**src/rtl/cgra_exec_ctrl_if.sv**
```systemverilog
// Host/PE-array side signal bundle for the CGRA execution sequencer.
// The master drives the start handshake and kernel shape, while the slave drives the shared instruction address and status.
interface cgra_exec_ctrl_if #(
  parameter int IADDR_WIDTH = 10,
  parameter int ITER_WIDTH  = 16
);
  logic                   computation_start;
  logic [IADDR_WIDTH-1:0] inst_end;
  logic [ITER_WIDTH-1:0]  iter_num;
  logic                   stall;
  logic [IADDR_WIDTH-1:0] inst_addr;
  logic                   inst_valid;
  logic [ITER_WIDTH-1:0]  iter_cnt;
  logic                   pe_array_busy;
  logic                   computation_done;

  modport master (
    output computation_start, inst_end, iter_num, stall,
    input  inst_addr, inst_valid, iter_cnt, pe_array_busy, computation_done
  );

  modport slave (
    input  computation_start, inst_end, iter_num, stall,
    output inst_addr, inst_valid, iter_cnt, pe_array_busy, computation_done
  );
endinterface

```
**src/rtl/cgra_exec_ctrl.sv**
```systemverilog
// Execution sequencer for the SCGRA PE array: steps the shared instruction address
// over the kernel body for N iterations, drains the PE pipeline, then signals done.
module cgra_exec_ctrl #(
  parameter int IADDR_WIDTH  = 10,
  parameter int ITER_WIDTH   = 16,
  parameter int DRAIN_CYCLES = 4
) (
  input logic               clk,
  input logic               rst_n,
  cgra_exec_ctrl_if.slave   bus
);

  localparam logic [1:0] S_IDLE  = 2'd0;
  localparam logic [1:0] S_RUN   = 2'd1;
  localparam logic [1:0] S_DRAIN = 2'd2;
  localparam logic [1:0] S_DONE  = 2'd3;

  localparam int DCW = (DRAIN_CYCLES > 1) ? $clog2(DRAIN_CYCLES) : 1;
  localparam logic [DCW-1:0] DRAIN_LAST = (DRAIN_CYCLES > 0) ? DCW'(DRAIN_CYCLES - 1) : '0;

  logic [1:0]             state_q, state_d;
  logic [IADDR_WIDTH-1:0] addr_q, addr_d;
  logic [ITER_WIDTH-1:0]  iter_q, iter_d;
  logic [DCW-1:0]         drain_q, drain_d;
  logic [IADDR_WIDTH-1:0] end_q;
  logic [ITER_WIDTH-1:0]  last_q;
  logic [ITER_WIDTH-1:0]  iter_last_in;
  logic                   latch_en;
  logic                   addr_at_end;
  logic                   iter_at_last;
  logic                   drain_at_last;

  // A zero iteration count runs the kernel once, so the last index is clamped at 0.
  assign iter_last_in  = (bus.iter_num == '0) ? '0 : (bus.iter_num - ITER_WIDTH'(1));
  assign latch_en      = (state_q == S_IDLE) && bus.computation_start;
  assign addr_at_end   = (addr_q == end_q);
  assign iter_at_last  = (iter_q == last_q);
  assign drain_at_last = (drain_q == DRAIN_LAST);

  always_comb begin
    state_d = state_q;
    addr_d  = addr_q;
    iter_d  = iter_q;
    drain_d = drain_q;
    case (state_q)
      S_IDLE: begin
        if (bus.computation_start) begin
          state_d = S_RUN;
          addr_d  = '0;
          iter_d  = '0;
          drain_d = '0;
        end
      end
      S_RUN: begin
        if (!bus.computation_start) begin
          state_d = S_IDLE;
          addr_d  = '0;
          iter_d  = '0;
          drain_d = '0;
        end else if (!bus.stall) begin
          if (!addr_at_end) begin
            addr_d = addr_q + IADDR_WIDTH'(1);
          end else if (!iter_at_last) begin
            addr_d = '0;
            iter_d = iter_q + ITER_WIDTH'(1);
          end else begin
            addr_d  = '0;
            drain_d = '0;
            state_d = (DRAIN_CYCLES == 0) ? S_DONE : S_DRAIN;
          end
        end
      end
      S_DRAIN: begin
        if (!bus.computation_start) begin
          state_d = S_IDLE;
          addr_d  = '0;
          iter_d  = '0;
          drain_d = '0;
        end else if (drain_at_last) begin
          state_d = S_DONE;
          drain_d = '0;
        end else begin
          drain_d = drain_q + DCW'(1);
        end
      end
      default: begin
        // Done is held until software drops start; a start still high is not a new request.
        if (!bus.computation_start) begin
          state_d = S_IDLE;
          addr_d  = '0;
          iter_d  = '0;
          drain_d = '0;
        end
      end
    endcase
  end

  always_ff @(posedge clk or negedge rst_n) begin
    if (!rst_n) begin
      state_q <= S_IDLE;
      addr_q  <= '0;
      iter_q  <= '0;
      drain_q <= '0;
    end else begin
      state_q <= state_d;
      addr_q  <= addr_d;
      iter_q  <= iter_d;
      drain_q <= drain_d;
    end
  end

  // Kernel shape is captured only on acceptance; later input changes are ignored.
  always_ff @(posedge clk or negedge rst_n) begin
    if (!rst_n) begin
      end_q  <= '0;
      last_q <= '0;
    end else if (latch_en) begin
      end_q  <= bus.inst_end;
      last_q <= iter_last_in;
    end
  end

  assign bus.inst_addr        = addr_q;
  assign bus.iter_cnt         = iter_q;
  assign bus.inst_valid       = (state_q == S_RUN) && !bus.stall;
  assign bus.pe_array_busy    = (state_q == S_RUN) || (state_q == S_DRAIN);
  assign bus.computation_done = (state_q == S_DONE);

endmodule

```
**src/flat_wrapper.sv**
```systemverilog
// flat-port wrapper written by rule: the top's interface ports become plain ports
module cgra_exec_ctrl_flat 
#(
  parameter int IADDR_WIDTH  = 10,
  parameter int ITER_WIDTH   = 16,
  parameter int DRAIN_CYCLES = 4
)
  (clk, rst_n, bus_computation_start, bus_inst_end, bus_iter_num, bus_stall, bus_inst_addr, bus_inst_valid, bus_iter_cnt, bus_pe_array_busy, bus_computation_done);
  cgra_exec_ctrl_if #(.IADDR_WIDTH(IADDR_WIDTH), .ITER_WIDTH(ITER_WIDTH)) bus_i ();
  input logic clk;
  input logic rst_n;
  input wire logic [$bits(bus_i.computation_start)-1:0] bus_computation_start;
  input wire logic [$bits(bus_i.inst_end)-1:0] bus_inst_end;
  input wire logic [$bits(bus_i.iter_num)-1:0] bus_iter_num;
  input wire logic [$bits(bus_i.stall)-1:0] bus_stall;
  output wire logic [$bits(bus_i.inst_addr)-1:0] bus_inst_addr;
  output wire logic [$bits(bus_i.inst_valid)-1:0] bus_inst_valid;
  output wire logic [$bits(bus_i.iter_cnt)-1:0] bus_iter_cnt;
  output wire logic [$bits(bus_i.pe_array_busy)-1:0] bus_pe_array_busy;
  output wire logic [$bits(bus_i.computation_done)-1:0] bus_computation_done;
  assign bus_i.computation_start = bus_computation_start;
  assign bus_i.inst_end = bus_inst_end;
  assign bus_i.iter_num = bus_iter_num;
  assign bus_i.stall = bus_stall;
  assign bus_inst_addr = bus_i.inst_addr;
  assign bus_inst_valid = bus_i.inst_valid;
  assign bus_iter_cnt = bus_i.iter_cnt;
  assign bus_pe_array_busy = bus_i.pe_array_busy;
  assign bus_computation_done = bus_i.computation_done;
  cgra_exec_ctrl #(.IADDR_WIDTH(IADDR_WIDTH), .ITER_WIDTH(ITER_WIDTH), .DRAIN_CYCLES(DRAIN_CYCLES)) u_core (.clk(clk), .rst_n(rst_n), .bus(bus_i));
endmodule
```
**config.mk**
```make
export PLATFORM = sky130hd
export DESIGN_NAME = cgra_exec_ctrl_flat
export DESIGN_NICKNAME = d
export VERILOG_FILES = /design/src/rtl/cgra_exec_ctrl_if.sv /design/src/rtl/cgra_exec_ctrl.sv /design/src/flat_wrapper.sv
export SDC_FILE = /design/constraint.sdc
export NUM_CORES = 1
export LEC_CHECK = 0
export ABC_CLOCK_PERIOD_IN_PS = 2900
export CAP_MARGIN = 15
export CORE_UTILIZATION = 53
export DETAILED_ROUTE_END_ITERATION = 10
export GPL_TIMING_DRIVEN = 0
export HOLD_SLACK_MARGIN = 0.06
export PLACE_DENSITY = 0.87
export SYNTH_ARGS = -nofsm -noshare
export SYNTH_HDL_FRONTEND = slang
export SYNTH_SLANG_ARGS = --single-unit
```
**constraint.sdc**
```tcl
create_clock -name clk -period 2.9 [get_ports clk]
set_input_delay 0.87 -clock clk [delete_from_list [all_inputs] [get_ports clk]]
set_output_delay 0.87 -clock clk [all_outputs]
set_load 0.01 [all_outputs]
```
==> metrics.md <==
| Metric | Value |
|---|---|
| Status | complete, no violations |
| Drt wl/cell | around 15 um |
| Final GP Congestion | roughly 0.84 |
| Tightest Pin Transition | 0.5993 ns |
| Max Clock Skew | roughly 0.0097 ns |
| GRT Util Overall | 0.2446 |
| DRC errors left | 0 |
| Pint | about 1.6 mW |
| Psw | 0.9883 mW |
| Initial Utilization | 0.5550 |
| Clock insertion delay at the later pin of the skew report | about 0.31 ns |
| Post-synth EDFFs | 0 |
| WHS Path Cells | 2 |
| RSZ-0062 raised after global routing | no |
| Hold Crit Start | u_core.end_q[8]$_DFFE_PN0P_ |
| First-pass GRT wire length | between 10000 and 15000 um |
| Routed vias | 2933 |
| Slew headroom | 0.6005 |
| Synthesized area per cell | 9.057 sq um |
| Syn. warnings | 0 |
| Largest net degree at the start of global routing | 32 |
| Worst Hold Class | flip-flop to flip-flop |
| Main area contributors after synthesis | dfrtp_1 (42%), nand2_1 (8.7%), xor2_1 (7.7%) |
| Grt total ovfl | 0 |
| DR vias/cell | 5.819 |
| Nets@finish | around 470 |
| Final worst slack | ~0.18 ns |
| First-pass DRT Iterations | 4 |
| # setup viols final | 0 |
| CP endpoint kind | flip-flop |
| CTS clk-pin slew, worst paths | roughly 0.1 ns |
| Worst path arrival time | 2.90 ns |
| HPWL after DPL | around 5700 um |
| MaxCap Viol Count | 0 |
| Share of flip-flops with an asynchronous set or reset after synthesis | 1.000 |
| Hold EP | u_core.end_q[8]$_DFFE_PN0P_ |
| Worst Setup Start Kind | primary input |
| IO buf count | 58 |
| R2R setup slack | between 0.4 and 0.5 ns |
| Ratio of cells with drive above 1 in the final layout | 0.05128 |
| Rows | 28 |
| Mapped cell area | between 3000 and 4000 sq um |
| Placed Area | roughly 4000 sq um |
| Critical Setup Path Class | primary input to flip-flop |
| H-tree depth | 2 |
| Antenna viol nets, final | 0 |
| Inserted Clock Buffers | 5 |
| Ant diodes | 0 |
| Cells after Synth | around 370 |
| Synth top area share | 0.4239 |
| Fill count | roughly 480 |
| Reg power frac | 0.445 |
| Seq/Total Area, Yosys | 0.4239 |
| DRT Wirelength | around 7600 um |
| Minimum clock period | 2.716 ns |
| Synth cell count leaders | nand2_1 (77), dfrtp_1 (56), xor2_1 (29) |
| Final worst-path cycle share | 0.9367 |
| Clock power frac | 0.158 |
| Die Wd | roughly 81 um |
| CTS Buffer Depth | 2 |
| Max frequency | between 300 and 400 MHz |
| DP Cell Count | about 500 |
| Worst VDD drop | about 0.00039 V |
| Vert. Die Dim | around 81 um |
| R2R cell count | 6 |
| Top FF cell, synth | dfrtp_1 |
| Critical R2R Launch | u_core.bus.inst_addr[1]$_DFFE_PN0P_ |
| Cell variety after synth | 50 |
| Min Hold Slack | 0.5032 ns |
| Pre-CTS setup slack | -0.4183 ns |
| Initial DRC count | approximately 120 |
| Synth Register Bits | 56 |
| Critical path fanouts, max | 4 |
| CP Data Required Time | 3.09 ns |
| Synthesized net count | ~400 |
| Area grow syn2layout | 23.09% |
| Final Instance Area | approximately 4100 sq um |
| Root Buffer | clkbuf_8 |
| Leak pwr | 1.794 nW |
| Synth area leader | dfrtp_1 |
| Final Max Slew Viols | 0 |
| Multi-input logic area | about 1800 sq um |
| FF-to-FF End | u_core.bus.iter_cnt[15]$_DFFE_PN0P_ |
| PD cells | about 620 nW/um^2 |
| Hold Vio Cnt, Final | 0 |
| Total chip power | between 2 and 3 mW |
| Comb pwr share | 0.397 |
| Switching Share | 0.3887 |
| Flip-flop and latch area | 1401 sq um |
| CTS tree | built |
| Post-Route Setup TNS | 0 ns |
| CTS Sinks | 56 |
| Number of global-route vias before repair | roughly 2800 |
| Initial antenna violation count | 0 |
| Non-Filler Instances | 504 |
| Placeable Area | a little under 6000 sq um |
| Die area | between 6000 and 7000 sq um |
| Layout Utilization | 0.6832 |
| Most common cell in the netlist | nand2_1 |
| Ports | slightly below 60 |
[power by group through the flow]
stage               Clock, mW  Combinational, mW  Sequential [mW]
finish                  0.403               1.01             1.13
global route            0.439               1.12             1.16
CTS                     0.412               1.01             1.13
detailed placement          0               1.01             1.15
global placement            0              0.969             1.14
floorplan                   0              0.705             1.12
[what timing repair did]
item	4_1_cts	5_1_grt
buffers inserted	0	0
resized for setup	2	0
hold buffers	0	0
setup endpoints to repair	2	3
[cells by family (layout without fill, tap and decap cells)]
| logic type | Yosys count | count (layout) | synth area share |
|---|---|---|---|
| DFF | 56 | 56 | 0.4239 |
| muxes | 5 | 5 | 0.01590 |
| xor gates and xnor gates | 42 | 42 | 0.1113 |
| AOI/OAI and AO/OA | 62 | 62 | 0.1321 |
| buffers and inverters | 19 | 83 | 0.02233 |
| adders and majority gates | 8 | 8 | 0.03028 |
| and+or+nand+nor | 173 | 173 | 0.2642 |
[layout make-up]
| type | count | area share |
|---|---|---|
| timing repair buffer | 59 | 0.1461 |
| sequential | 56 | 0.3444 |
| multi-input combinational | 290 | 0.4511 |
| inverter | 6 | 0.005535 |
| clock inverter | 1 | 0.001230 |
| clock buffer | 6 | 0.01784 |
| buffer | 11 | 0.01076 |
| tap | 75 | 0.02306 |
[cells in the final DEF (no fill, tap or decap), types with 3 or more instances in the layout]
master,n
a21o_1,3
nand4_1,9
a21oi_1,3
dfrtp_1,56
nor2_1,24
a31oi_1,5
buf_2,3
and2_1,5
ha_1,8
xor2_1,29
nor3_1,7
o21ai_1,3
clkbuf_1,10
nor4_1,8
inv_1,6
and3_1,9
o41ai_1,4
o311ai_1,3
xnor2_1,13
o21ai_0,9
clkbuf_8,5
clkdlybuf4s50_1,56
o31ai_1,19
or4_1,5
nand2_1,77
nand3_1,11
mux2i_1,3
o211ai_1,3
[per-layer routing]
metal,vias to the layer above,part of all wire,track usage
met5,-,0,0
met4,0,0.018,0.08214
met3,12,0.047,0.03933
met2,99,0.50,0.4462
met1,1387,0.43,0.2901
li1,1435,-,-
[flip-flops by register name, indices dropped and copies added, names as in the netlist]
| register | flops |
|---|---|
| u_core.last_q | 16 |
| u_core.bus.iter_cnt | 16 |
| u_core.bus.inst_addr | 10 |
| u_core.state_q | 2 |
| u_core.end_q | 10 |
| u_core.drain_q | 2 |
[worst max-delay path, cell delays in order]
cell and delay, ns:
clkdlybuf4s50_1 0.46, or4_1 0.60, nor4_2 0.25, nand2_1 0.16
nor4_1 0.26, mux2i_1 0.23, o21ai_1 0.07
[worst max path at each step]
stage                                     start                                 end  slack [ns]  cells after the start
final                           bus_iter_num[6]       u_core.last_q[15]$_DFFE_PN0P_        0.18                      7
after global routing      bus_computation_start  u_core.bus.iter_cnt[2]$_DFFE_PN0P_        0.06                      7
after CTS                       bus_iter_num[6]       u_core.last_q[11]$_DFFE_PN0P_        0.05                      8
after detailed placement        bus_iter_num[0]       u_core.last_q[11]$_DFFE_PN0P_       -0.42                      9
after global placement                    rst_n  u_core.bus.iter_cnt[0]$_DFFE_PN0P_       -0.68                      1
after floorplan                 bus_iter_num[7]       u_core.last_q[11]$_DFFE_PN0P_        0.42                      7
(Power assumes the default switching activity.)
